[config.mk]
export PLATFORM = sky130hd
export DESIGN_NAME = to_signed
export DESIGN_NICKNAME = d
export VERILOG_FILES = /design/src/rtl/dsp_pkg.sv /design/src/rtl/sync_fifo.sv /design/src/rtl/to_signed.sv
export SDC_FILE = /design/constraint.sdc
export NUM_CORES = 1
export LEC_CHECK = 0
export ABC_CLOCK_PERIOD_IN_PS = 3000
export BUFFER_PORTS_ARGS = -buffer_cell sky130_fd_sc_hd__buf_2
export CAP_MARGIN = 40
export CORE_MARGIN = 4
export CORE_UTILIZATION = 38
export DETAILED_ROUTE_END_ITERATION = 10
export PLACE_DENSITY = 0.63
export SLEW_MARGIN = 20
export SYNTH_ARGS = -nofsm -noshare
export SYNTH_HDL_FRONTEND = slang
export SYNTH_SLANG_ARGS = --single-unit
[constraint.sdc]
create_clock -name clk -period 3 [get_ports clk]
set_clock_uncertainty 0.2 [all_clocks]
set_input_delay 0.3 -clock clk [delete_from_list [all_inputs] [get_ports clk]]
set_output_delay 0.3 -clock clk [all_outputs]
set_load 0.03 [all_outputs]
[src/rtl/dsp_pkg.sv]
`default_nettype none
// ============================================================================
// Module   : dsp_pkg
// Purpose  : Shared sample types and constants for the codec/filter data path.
// Revision : 1.0  initial release
// ============================================================================
package dsp_pkg;

  // Offset-binary sample as delivered by the WM8731 ADC deserializer.
  typedef logic [15:0] sample_in_t;

  // Signed, left-aligned word consumed by the FIR filter.
  typedef logic signed [33:0] sample_fir_t;

  // Offset-binary code that represents a zero-amplitude sample.
  localparam sample_in_t ADC_ZERO = 16'h8000;

  // Left shift that aligns an ADC sample into the filter word.
  localparam int FIR_ALIGN = 16;

endpackage : dsp_pkg
`default_nettype wire

[src/rtl/sync_fifo.sv]
`default_nettype none
// ============================================================================
// Module   : sync_fifo
// Purpose  : Single-clock FIFO with a registered head word. A push is accepted
//            when not full or when a pop happens on the same edge; pops on
//            empty are ignored.
// Revision : 1.0  initial release
// ============================================================================
module sync_fifo #(
  parameter int WIDTH = 34,
  parameter int DEPTH = 4
) (
  input  logic             clk,
  input  logic             rst_n,
  input  logic             push,
  input  logic             pop,
  input  logic [WIDTH-1:0] wdata,
  output logic [WIDTH-1:0] rdata,
  output logic             full,
  output logic             empty
);

  localparam int AW = (DEPTH > 1) ? $clog2(DEPTH) : 1;
  localparam int CW = AW + 1;

  generate
    if ((DEPTH < 2) || ((DEPTH & (DEPTH - 1)) != 0)) begin : g_depth_check
      $error("sync_fifo: DEPTH must be a power of 2 and at least 2");
    end
  endgenerate

  logic [WIDTH-1:0] mem [DEPTH];
  logic [AW-1:0]    wr_ptr;
  logic [AW-1:0]    rd_ptr;
  logic [AW-1:0]    rd_next;
  logic [CW-1:0]    count;
  logic [WIDTH-1:0] head;
  logic             pop_ok;
  logic             push_ok;
  logic             one_left;

  assign full     = (count == CW'(DEPTH));
  assign empty    = (count == '0);
  assign one_left = (count == CW'(1));
  assign pop_ok   = pop && !empty;
  // A full FIFO still takes a new word when the head leaves on the same edge.
  assign push_ok  = push && (!full || pop_ok);
  assign rd_next  = rd_ptr + AW'(1);
  assign rdata    = head;

  // Storage array; contents need no reset because the pointers define validity.
  always_ff @(posedge clk) begin
    if (push_ok) begin
      mem[wr_ptr] <= wdata;
    end
  end

  // Pointer and occupancy bookkeeping.
  always_ff @(posedge clk or negedge rst_n) begin
    if (!rst_n) begin
      wr_ptr <= '0;
      rd_ptr <= '0;
      count  <= '0;
    end else begin
      if (push_ok) begin
        wr_ptr <= wr_ptr + AW'(1);
      end
      if (pop_ok) begin
        rd_ptr <= rd_next;
      end
      case ({push_ok, pop_ok})
        2'b10:   count <= count + CW'(1);
        2'b01:   count <= count - CW'(1);
        default: count <= count;
      endcase
    end
  end

  // Head register: refilled on a pop, or loaded directly when writing into empty.
  always_ff @(posedge clk or negedge rst_n) begin
    if (!rst_n) begin
      head <= '0;
    end else if (pop_ok) begin
      if (one_left) begin
        // Last stored word leaves; a simultaneous push becomes the new head.
        if (push_ok) begin
          head <= wdata;
        end
      end else begin
        // At least two words held, so the next slot is already written.
        head <= mem[rd_next];
      end
    end else if (push_ok && empty) begin
      head <= wdata;
    end
  end

endmodule : sync_fifo
`default_nettype wire

[src/rtl/to_signed.sv]
`default_nettype none
// ============================================================================
// Module   : to_signed
// Purpose  : Converts offset-binary ADC samples into signed, left-aligned
//            filter words and buffers them so the FIR can stall the stream.
//            Samples arriving while the buffer is full and not draining are
//            dropped and flagged in a sticky overflow bit.
// Revision : 1.0  initial release
// ============================================================================
module to_signed
  import dsp_pkg::*;
#(
  parameter int IN_W  = $bits(sample_in_t),
  parameter int OUT_W = $bits(sample_fir_t),
  parameter int SHIFT = FIR_ALIGN,
  parameter int DEPTH = 4
) (
  input  logic             clk,
  input  logic             rst_n,
  input  logic             we,
  input  logic [IN_W-1:0]  i_data,
  input  logic             i_rdy,
  output logic [OUT_W-1:0] o_data,
  output logic             re,
  output logic             o_full,
  output logic             o_ovf,
  input  logic             ovf_clr
);

  generate
    if (IN_W + SHIFT > OUT_W) begin : g_width_check
      $error("to_signed: IN_W + SHIFT must not exceed OUT_W");
    end
  endgenerate

  logic [IN_W-1:0]         flipped;
  logic signed [OUT_W-1:0] extended;
  logic [OUT_W-1:0]        converted;
  logic                    full;
  logic                    empty;
  logic                    pop;
  logic                    ovf_set;

  // Inverting the MSB turns offset binary into two's complement; the signed
  // cast then sign-extends before the word is left-aligned with zero LSBs.
  assign flipped   = {~i_data[IN_W-1], i_data[IN_W-2:0]};
  assign extended  = OUT_W'($signed(flipped));
  assign converted = extended << SHIFT;

  assign re      = !empty;
  assign o_full  = full;
  assign pop     = re && i_rdy;
  // A sample is lost only when full and the head is not leaving this cycle.
  assign ovf_set = we && full && !pop;

  sync_fifo #(
    .WIDTH (OUT_W),
    .DEPTH (DEPTH)
  ) u_fifo (
    .clk   (clk),
    .rst_n (rst_n),
    .push  (we),
    .pop   (pop),
    .wdata (converted),
    .rdata (o_data),
    .full  (full),
    .empty (empty)
  );

  // Sticky overflow flag; a fresh overflow outranks a clear in the same cycle.
  always_ff @(posedge clk or negedge rst_n) begin
    if (!rst_n) begin
      o_ovf <= 1'b0;
    end else if (ovf_set) begin
      o_ovf <= 1'b1;
    end else if (ovf_clr) begin
      o_ovf <= 1'b0;
    end
  end

endmodule : to_signed
`default_nettype wire
==> reports/results.md <==
| Stage | Result | Value |
| --- | --- | --- |
| outcome | Result of the run | finished clean |
| power | PnR Total Power | 0.00422 W |
| critical path | Required arrival time at the worst endpoint | 2500 ps |
| routing | ANT nets after route | 0 |
| timing | Hold Violations, Final | 0 |
| timing | Number of failing setup endpoints in the final timing report | 0 |
| cells and area | Inserted Diodes | 0 |
| power | Leakage power of the design | 1.76 nW |
| grt | Antenna violations before repair | 0 |
| critical path | CP cell instances | inv_1, ha_1, nor2b_1, inv_1, buf_2 |
| timing | Final count of pins violating max slew | 0 |
| clocking | Post-cts sizing count | 0 |
| yosys | Compound-gate portion of the synthesized area | 7.18% |
| routing | Number of DRC markers after the initial detailed-route iteration | 109 |
| cells and area | Area occupied by multi-input gates | 1090 um2 |
| grt | Maximum number of pins on one net before global-route repair | 29 |
| routing | Count of unresolved DRC violations after routing | 0 |
| cells and area | Area grow syn2layout | 16.3% |
| critical path | Cell with the most instances on the worst path | sky130_fd_sc_hd__inv_1 |
| timing | Post-route minimum period | 2380 ps |
| critical path | Peak per-stage delay on the critical path | 450 ps |
| timing | Relative slew slack | 49.0% |
| hold path | Path class of the lowest-slack min-delay path | in -> reg |
| placed design | DP HPWL | 4760 um |
| cells and area | Storage cell area | 2520 um2 |
| clocking | Number of clock sinks seen by CTS | 88 |
| power | Pwr per Cell Area | 954 nW/um2 |
| timing | Hold_ws | 115 ps |
| clocking | CTS H-Tree Depth | 3 |
| clocking | Maximum buffer depth of the clock tree | 2 |
| grt | Number of global-route vias before repair | 2123 |
| die | Number of placement rows | 36 |
| yosys | Dominant combinational cell family by area after synthesis | multiplexers |
| critical path | Largest fanout on the critical path | 10 |
| die | Floorplan die area | 11700 um2 |
| routing | Per-cell via count in the routed design | 5.02 |
| clocking | Cell chosen for the clock root | sky130_fd_sc_hd__clkbuf_8 |
| routing | DR vias | 2125 |
| cells and area | Fillers | 871 |
| flow run | Count of max-cap constraint violations | 0 |
| die | Starting density of the core | 38.9% |
| yosys | Warnings, synthesis | 0 |
| timing | Tightest Pin Transition | 765 ps |
| timing | Max Clock Freq | 0.421 GHz |
| die | Die Span X | 108 um |
| power | Worst-case vdd ir drop | 0.000464 V |
| timing | Setup TNS | 0 ps |
| critical path | Kind of launch point of the worst setup path | flip-flop |
| critical path | Buffers plus inverters on the worst setup path | 3 |
| clocking | CTS tree | yes |
| yosys | Syn Std Cell Area | 3800 um2 |
| cells and area | Share of post-route cells with drive strength above 1 | 26.2% |
| clocking | Post CTS Setup Buffer Count | 0 |
| grt | Global-route wire length before repair | 11800 um |
| critical path | Family of cells with the greatest summed delay on the critical path | flip-flops |
| yosys | Basic-gate share of the synthesized area counting and, or, nand and nor cells | 5.56% |
| yosys | Proportion of synthesized chip area in sequential cells | 66.4% |
| critical path | CP max-delay cell | sky130_fd_sc_hd__dfrtp_1 |
| placed design | Routability congestion estimate | 0.683 |
| clocking | Clock slew at the register clock pins of the worst setup and hold paths | 80 ps |
| routing | Routed wire length per instance | 18.0 um |
| yosys | Number of distinct library cells after synthesis | 37 |
| clocking | Worst skew pair latency | 340 ps |
| yosys | Synth Area in Adders | 2.63% |
| clocking | Number of buffers inserted during clock tree synthesis | 9 |
| die | Die Ht | 108 um |
| timing | Unrepaired setup endpoints after global routing | false |
| routing | Post-Route WL | 7640 um |
| grt | Total track usage | 13.8% |
| yosys | Post-synthesis share of cell area spent on xor and xnor gates | 1.15% |
| yosys | #FFs+latches synth | 88 |
| routing | Total iterations of the first detailed-routing run | 4 |
| die | Io pins | 58 |
| critical path | Path type of the worst setup path | reg -> out |
| yosys | Post-Syn Area per Cell | 17.0 um2 |
| die | Placeable core region | 9770 um2 |
| yosys | Share of synthesized area spent on multiplexers | 10.5% |
| timing | Portion of the clock cycle consumed by the worst path in the final layout | 79.2% |
| grt | Total grt overflow | 0 |
| cells and area | Final net count | 314 |
| critical path | Worst path arrival time | 1880 ps |
| clocking | Hold_buf cts | 17 |
| placed design | Count of input and output buffers | 41 |
| yosys | Post-synthesis instance total | 224 |
| critical path | Worst setup EP type | output pin |
## final timing paths
path                                                   start                      endpoint  slack [ps]  cells after the start
worst max-delay path             u_fifo.count[1]$_DFFE_PN0P_                            re         620                      5
worst min-delay path                              i_data[15]   u_fifo.mem[1][16]$_DFFE_PP_         120                      2
worst max register to register   u_fifo.count[1]$_DFFE_PN0P_    u_fifo.mem[3][7]$_DFFE_PP_         700                      6
worst min register to register  u_fifo.rdata[25]$_DFFE_PN0P_  u_fifo.rdata[25]$_DFFE_PN0P_         330                      1
max in group asynchronous                              rst_n  u_fifo.rdata[30]$_DFFE_PN0P_        1920                      2
min in group asynchronous                              rst_n  u_fifo.rdata[17]$_DFFE_PN0P_         300                      2
## cells in the final DEF, fill, tap and decap left out, types with 9 or more instances in the layout
cell type	netlist	routed
sky130_fd_sc_hd__dfrtp_1	24	24
sky130_fd_sc_hd__buf_2	6	41
sky130_fd_sc_hd__a221o_1	16	16
sky130_fd_sc_hd__and3_1	17	17
sky130_fd_sc_hd__dlygate4sd3_1	0	17
sky130_fd_sc_hd__edfxtp_1	64	64
sky130_fd_sc_hd__mux4_2	9	9
sky130_fd_sc_hd__inv_1	9	9
sky130_fd_sc_hd__clkbuf_8	0	9
sky130_fd_sc_hd__conb_1	1	16
## power by group
part | leakage [nW] | total [W] | internal (W) | switching (W)
clock network | 0.0732 | 0.000710 | 0.000305 | 0.000405
registers | 0.881 | 0.00181 | 0.00166 | 0.000159
logic | 0.806 | 0.00169 | 0.000710 | 0.000983
total | 1.76 | 0.00422 | 0.00267 | 0.00155
## per-layer routing
| layer | track usage [%] | up-vias | part of all wire (%) |
|---|---|---|---|
| li1 | - | 961 | - |
| met1 | 19.0 | 1094 | 45 |
| met2 | 21.6 | 65 | 49 |
| met3 | 3.28 | 5 | 5.2 |
| met4 | 4.42 | 0 | 0.52 |
| met5 | 0 | - | 0 |
## cell type report
cell class | instances | share of cell area, %
Timing Repair Buffer | 66 | 9.94
Sequential cell | 88 | 57.1
Multi-Input combinational cell | 111 | 24.7
Clock inverter | 4 | 0.708
Clock buffer | 12 | 3.06
Tap cell | 133 | 3.77
Inverter | 9 | 0.764
## worst reg2reg max path: cells and delay by family (launching register included)
family / cells / cell delay (ps)
flops: 1 / 450
buf+inv: 2 / 410
simple gates: 2 / 360
fa+ha+maj: 1 / 300
compound gates: 1 / 260
## flip-flops by register name, summed over array words and instances (netlist names)
signal,flops
u_fifo.rdata,16
u_fifo.rd_ptr,2
o_ovf,1
u_fifo.mem,64
u_fifo.wr_ptr,2
u_fifo.count,3
## cells by family (layout without fill, tap and decap cells)
family	Yosys count	count (layout)
other	1	16
adders and majority gates	8	8
muxes	17	17
buffers and inverters	40	91
xor gates and xnor gates	5	5
AOI/OAI and AO/OA	30	30
and+or+nand+nor	35	35
DFF	88	88
## cell usage after synthesis, drive strengths merged
master	n	area, um2
edfxtp	64	1920
buf	26	196
dfrtp	24	601
and3	17	106
a221o	16	160
mux4	16	387
inv	9	33.8
ha	8	100
clkbuf	5	18.8
xnor2	5	43.8
and2	4	25.0
nor2b	4	25.0
a21o	2	15.0
a21oi	2	10.0
nand2	2	7.51
nand2b	2	12.5
nand3b	2	15.0
o22ai	2	18.8
a211oi	1	7.51
a221oi	1	8.76
a311o	1	10.0
a32o	1	10.0
conb	1	3.75
mux2	1	11.3
nand3	1	5.00
nor2	1	3.75
nor3	1	5.00
o21a	1	7.51
o21ai	1	5.00
o21bai	1	11.3
o32ai	1	8.76
or2	1	6.26
## per-stage QoR
step / utilization, % / setup WS (ps) / area (um2) / std cells
finish: 45.2 / 624 / 4420 / 423
global route: 45.2 / 477 / 4420 / 423
CTS: 45.2 / 620 / 4420 / 423
detailed placement: 41.8 / 720 / 4080 / 390
global placement: 41.7 / 659 / 4070 / 389
floorplan: - / 833 / 3860 / 239
No activity file was read; power rests on OpenSTA's default activity.
